### src/rtl/seq_multiplier.sv
// seq_multiplier: iterative radix-2 shift-add multiplier, 32 iterations per op.
// Produces the 64-bit Product for the Hi/Lo stage. Signed operands are converted
// to magnitudes, multiplied unsigned, and the sign is restored at the end.
// Optional macro EARLY_TERM_EN: a zero operand skips straight to FINISH.
module seq_multiplier #(
    parameter int WIDTH = 32,
    parameter int CNT_W = 6
) (
    input  logic                 Clk,
    input  logic                 Reset,
    input  logic                 Start,
    input  logic                 Signed,
    input  logic [WIDTH-1:0]     A,
    input  logic [WIDTH-1:0]     B,
    output logic [2*WIDTH-1:0]   Product,
    output logic                 Busy,
    output logic                 Done
);

    typedef enum logic [1:0] {
        S_IDLE,
        S_RUN,
        S_FINISH
    } state_e;

    state_e               state_q, state_d;
    logic [WIDTH-1:0]     mcand_q, mcand_d;
    // {carry, partial-product upper half, remaining multiplier bits}
    logic [2*WIDTH:0]     acc_q, acc_d;
    logic [CNT_W-1:0]     cnt_q, cnt_d;
    logic                 neg_q, neg_d;
    logic [2*WIDTH-1:0]   prod_q, prod_d;
    logic                 busy_q, busy_d;
    logic                 done_q, done_d;

    logic [WIDTH-1:0]     mag_a, mag_b;
    logic [WIDTH:0]       sum;
    logic [2*WIDTH:0]     step;

    // Next-state logic: operand capture, one add/shift per RUN cycle, sign fix-up in FINISH
    always_comb begin
        mag_a   = (Signed && A[WIDTH-1]) ? -A : A;
        mag_b   = (Signed && B[WIDTH-1]) ? -B : B;
        sum     = {1'b0, acc_q[2*WIDTH-1:WIDTH]} + {1'b0, mcand_q};
        step    = acc_q;
        if (acc_q[0]) begin
            step[2*WIDTH:WIDTH] = sum;
        end

        state_d = state_q;
        mcand_d = mcand_q;
        acc_d   = acc_q;
        cnt_d   = cnt_q;
        neg_d   = neg_q;
        prod_d  = prod_q;
        busy_d  = busy_q;
        done_d  = 1'b0;

        case (state_q)
            S_IDLE: begin
                if (Start) begin
                    mcand_d = mag_a;
                    acc_d   = {{(WIDTH+1){1'b0}}, mag_b};
                    neg_d   = Signed & (A[WIDTH-1] ^ B[WIDTH-1]);
                    cnt_d   = '0;
                    busy_d  = 1'b1;
                    state_d = S_RUN;
`ifdef EARLY_TERM_EN
                    // Clearing the accumulator and sign makes FINISH emit exactly 0.
                    if (A == '0 || B == '0) begin
                        acc_d   = '0;
                        neg_d   = 1'b0;
                        state_d = S_FINISH;
                    end
`endif
                end
            end
            S_RUN: begin
                acc_d = step >> 1;
                cnt_d = cnt_q + CNT_W'(1);
                if (cnt_q == CNT_W'(WIDTH-1)) begin
                    state_d = S_FINISH;
                end
            end
            S_FINISH: begin
                prod_d  = neg_q ? -acc_q[2*WIDTH-1:0] : acc_q[2*WIDTH-1:0];
                done_d  = 1'b1;
                busy_d  = 1'b0;
                state_d = S_IDLE;
            end
            default: begin
                state_d = S_IDLE;
            end
        endcase
    end

    // State and datapath registers; reset aborts any operation in flight
    always_ff @(posedge Clk or posedge Reset) begin
        if (Reset) begin
            state_q <= S_IDLE;
            mcand_q <= '0;
            acc_q   <= '0;
            cnt_q   <= '0;
            neg_q   <= 1'b0;
            prod_q  <= '0;
            busy_q  <= 1'b0;
            done_q  <= 1'b0;
        end else begin
            state_q <= state_d;
            mcand_q <= mcand_d;
            acc_q   <= acc_d;
            cnt_q   <= cnt_d;
            neg_q   <= neg_d;
            prod_q  <= prod_d;
            busy_q  <= busy_d;
            done_q  <= done_d;
        end
    end

    assign Product = prod_q;
    assign Busy    = busy_q;
    assign Done    = done_q;

endmodule

### config.mk
export PLATFORM = sky130hd
export DESIGN_NAME = seq_multiplier
export DESIGN_NICKNAME = d
export VERILOG_FILES = /design/src/rtl/seq_multiplier.sv
export SDC_FILE = /design/constraint.sdc
export NUM_CORES = 1
export LEC_CHECK = 0
export CAP_MARGIN = 10
export CORE_ASPECT_RATIO = 1.75
export CORE_MARGIN = 4
export CORE_UTILIZATION = 40
export CTS_CLUSTER_DIAMETER = 60
export DETAILED_ROUTE_END_ITERATION = 10
export PLACE_DENSITY_LB_ADDON = 0.1
export SYNTH_ARGS = -nofsm -noshare
export SYNTH_HDL_FRONTEND = slang
export SYNTH_SLANG_ARGS = --single-unit
### constraint.sdc
create_clock -name Clk -period 9.45 [get_ports Clk]
set_input_delay 1.89 -clock Clk [delete_from_list [all_inputs] [get_ports Clk]]
set_output_delay 1.89 -clock Clk [all_outputs]
set_load 0.05 [all_outputs]
==> impl_metrics.csv <==
group,metric,value,unit
status,status,"completed",
logic_synthesis,ys_seq_elements,171,
clocking,cts_resized,0,
timing,fmax,209.1,MHz
clocking,path_clk_slew,0.06,ns
placement,gp_congestion,0.8508,
logic_synthesis,async_reset_ff_share,100.0,%
final_layout,drive_above_1_share,4.265,%
pwr,seqPwrFrac,35.3,%
clocking,cts_tree,"yes",
grt,grt_use_total,20.13,%
clocking,clk_latency,0.45,ns
timing,worst_pin_slew,1.195,ns
pwr,pwr-share-clk,18.6,%
logic_synthesis,synth.most_common_cell,"o21ai_0",
logic_synthesis,ys.flop_type,"dfrtp_1",
final_layout,final_net_count,1456,
critical_path,worstSetupStartpointType,"primary input",
timing,final-setup-viol-count,0,
floorplan,ios,134,
critical_path,critPathBufInv,1,
logic_synthesis,synth_simple_gate_area_share,17.19,%
critical_path,cp-end-kind,"flop",
clocking,cts_hold_buf,0,
pwr,p_per_area,277.4,mW/mm2
placement,port_buffers,133,
timing,fin_crit,4.783,ns
clocking,htree_levels,4,
critical_path,worstSetupPathType,"in2reg",
drt,drt.antenna.violating_nets,0,
logic_synthesis,synthesis.area,0.01088,mm2
pwr,p_leak,5.560,nW
logic_synthesis,ys_types,63,
pwr,p_int,2.071,mW
critical_path,cpPeakStageDelay,0.63,ns
drt,via_per_inst,5.518,
clocking,cts-root-buf,"clkbuf_16",
logic_synthesis,synth_top_area_share,39.32,%
critical_path,crit_required,9.75,ns
pwr,irDropWorstVdd,0.1539,mV
logic_synthesis,synth_edf_count,0,
grt,grt_pass1_wl,48070,um
logic_synthesis,synthMuxAreaShare,1.472,%
timing,drv_slew,0,
min_path,holdCritPathClass,"reg2reg",
floorplan,die_x,132.7,um
timing,rsz0062_at_grt,"false",
grt,gr-total-overflow,0,
final_layout,utilization,48.75,%
timing,finalClockSkew,0.007412,ns
floorplan,die_h,226.2,um
final_layout,syn_to_final_growth,19.56,%
pwr,comb_power_share,46.1,%
critical_path,crit_family,"simple AND/OR/NAND/NOR gates",
timing,final.setup.tns,0,ns
floorplan,initial_core_util,40.77,%
grt,antenna_found_initial,0,
logic_synthesis,syn_avg_cell_area,8.671,um2
clocking,post_cts_buffers,0,
logic_synthesis,synth_top_family_by_area,"compound AO/OA/AOI/OAI gates",
floorplan,coreArea,0.02669,mm2
drt,first_iter_violations,408,
critical_path,cp_common_cell,"or3_1",
critical_path,crit_path_cell_trace,"clkdlybuf4s50_1 > or3_1 > or3_1 > nor3_1 > nand2_1 > nor3b_1 > nand3b_1 > o41ai_1 > xor2_1 > o21ai_0",
critical_path,cpMaxStageDelayCell,"nor3b_1",
logic_synthesis,synthAdderAreaFrac,4.323,%
pwr,power.total,3.609,mW
placement,hpwl,22100,um
drt,routed_wl,29500,um
final_layout,diodes,0,
critical_path,crit_fanout,5,
drt,drc,0,
logic_synthesis,syn_inst,1255,
drt,first_pass_iters,5,
grt,first_global_vias,9347,
timing,period_share,50.61,%
floorplan,dieArea,0.03001,mm2
logic_synthesis,synth_compound_area_share,22.72,%
clocking,cts_buffers,17,
critical_path,crit_arrival,5.08,ns
pwr,switchingPower,1.539,mW
logic_synthesis,yosysTopAreaCell,"dfrtp_1",
logic_synthesis,yosysSeqAreaShare,39.32,%
logic_synthesis,synth_nets,1360,
clocking,clk_path_buf_depth,2,
pwr,swShare,42.63,%
floorplan,rows,79,
timing,hold_viol,0,
logic_synthesis,ys_top_cells_by_area,"dfrtp_1 (39%), o21ai_0 (8.5%), xor2_1 (7.1%)",
logic_synthesis,synth_xor_area_share,11.83,%
logic_synthesis,yosys_warnings,0,
logic_synthesis,synthTopCellsByCount,"o21ai_0 (185), dfrtp_1 (171), nand2_1 (159)",
drt,wl_per_cell,17.52,um
grt,grt_start_max_net_pins,123,
drt,num_vias,9293,
clocking,cts_sinks,171,
timing,max_slew_margin,20.33,%
job,cap_violations,0,
==> routing by layer <==
layer	global-route usage (%)	wire length (um)	vias to the layer above
met5	0	0	-
met4	8.188	771	0
met3	2.965	904	36
met2	38.95	16110	167
met1	21.68	11720	4396
li1	-	-	4694
==> kinds of logic (layout without fill, tap and decap cells) <==
group	after synthesis	count (layout)
AND/OR/NAND/NOR	383	383
flip-flops	171	171
adder cells (fa/ha/maj)	37	37
AO/OA/AOI/OAI	413	413
multiplexers	16	16
XOR/XNOR	147	147
buffers and inverters	88	193
==> cell usage in the layout (no fill, tap or decap), drive strengths merged, types with 13 or more instances in the layout <==
cell | Yosys | routed
nand2 | 159 | 159
xor2 | 88 | 88
clkbuf | 58 | 26
dfrtp | 171 | 171
a22oi | 28 | 28
a21o | 23 | 23
nand3 | 43 | 43
inv | 19 | 19
a31oi | 18 | 18
or4 | 13 | 13
xnor2 | 59 | 59
ha | 36 | 36
a21oi | 70 | 70
o31ai | 28 | 28
nor2 | 67 | 67
clkdlybuf4s50 | 0 | 133
mux2i | 16 | 16
o21ai | 199 | 199
and3 | 16 | 16
nor3 | 17 | 17
==> worst reg2reg max path, stage by stage, from the launching register on <==
cell and delay (ns):
dfrtp_1 0.37, inv_1 0.65, ha_1 0.33, nor3b_1 0.21
buf_4 0.18, nand3_1 0.36, or4_4 0.72, nand3b_4 0.22
or2_1 0.27, o21ai_1 0.19, xor2_1 0.18, o21ai_1 0.07
==> final cells by class <==
| cell class | instances | area (um2) |
|---|---|---|
| inverter | 20 | 80.08 |
| clock buffer | 26 | 509.2 |
| tap | 324 | 405.4 |
| multi-input combinational | 996 | 6279 |
| clock inverter | 2 | 35.03 |
| fill | 2638 | 13680 |
| timing repair buffer | 145 | 1421 |
| sequential | 171 | 4280 |
==> state kept, by name, indices dropped and copies added, names as in the netlist <==
signal,flops
Busy,1
Done,1
Product,64
acc_q,64
cnt_q,6
mcand_q,32
neg_q,1
state_q,2
==> stage by stage <==
stage | setup slack, ns | cells | cell area, um2 | hold WS (ns)
6_report | 4.667 | 1684 | 13010 | 0.4761
4_1_cts | 4.636 | 1684 | 13010 | 0.4820
3_5_place_dp | 4.170 | 1656 | 12470 | 0.4686
2_1_floorplan | 2.928 | 1255 | 10880 | 0.4484
3_3_place_gp | 4.179 | 1656 | 12470 | 0.4596
5_1_grt | 4.396 | 1684 | 13010 | 0.5075
==> power groups by stage <==
stage / sequential, mW / clock [mW] / combinational (mW)
global route: 1.31 / 0.713 / 1.88
detailed placement: 1.29 / 0 / 1.67
global placement: 1.28 / 0 / 1.66
floorplan: 1.25 / 0 / 1.24
finish: 1.27 / 0.670 / 1.67
CTS: 1.27 / 0.688 / 1.68
==> worst paths after layout <==
path / from / to / slack [ns] / depth (start not counted)
setup / recovery: A[1] / mcand_q[29] / 4.67 / 10
hold / removal: Product[46] / Product[46] / 0.48 / 2
setup reg to reg: acc_q[0] / Product[60] / 5.53 / 11
hold reg to reg: Product[46] / Product[46] / 0.48 / 2
max in group asynchronous: Reset / mcand_q[26] / 6.34 / 3
min in group asynchronous: Reset / Product[23] / 1.94 / 2
Note: power is estimated with default switching activity, not from simulation.
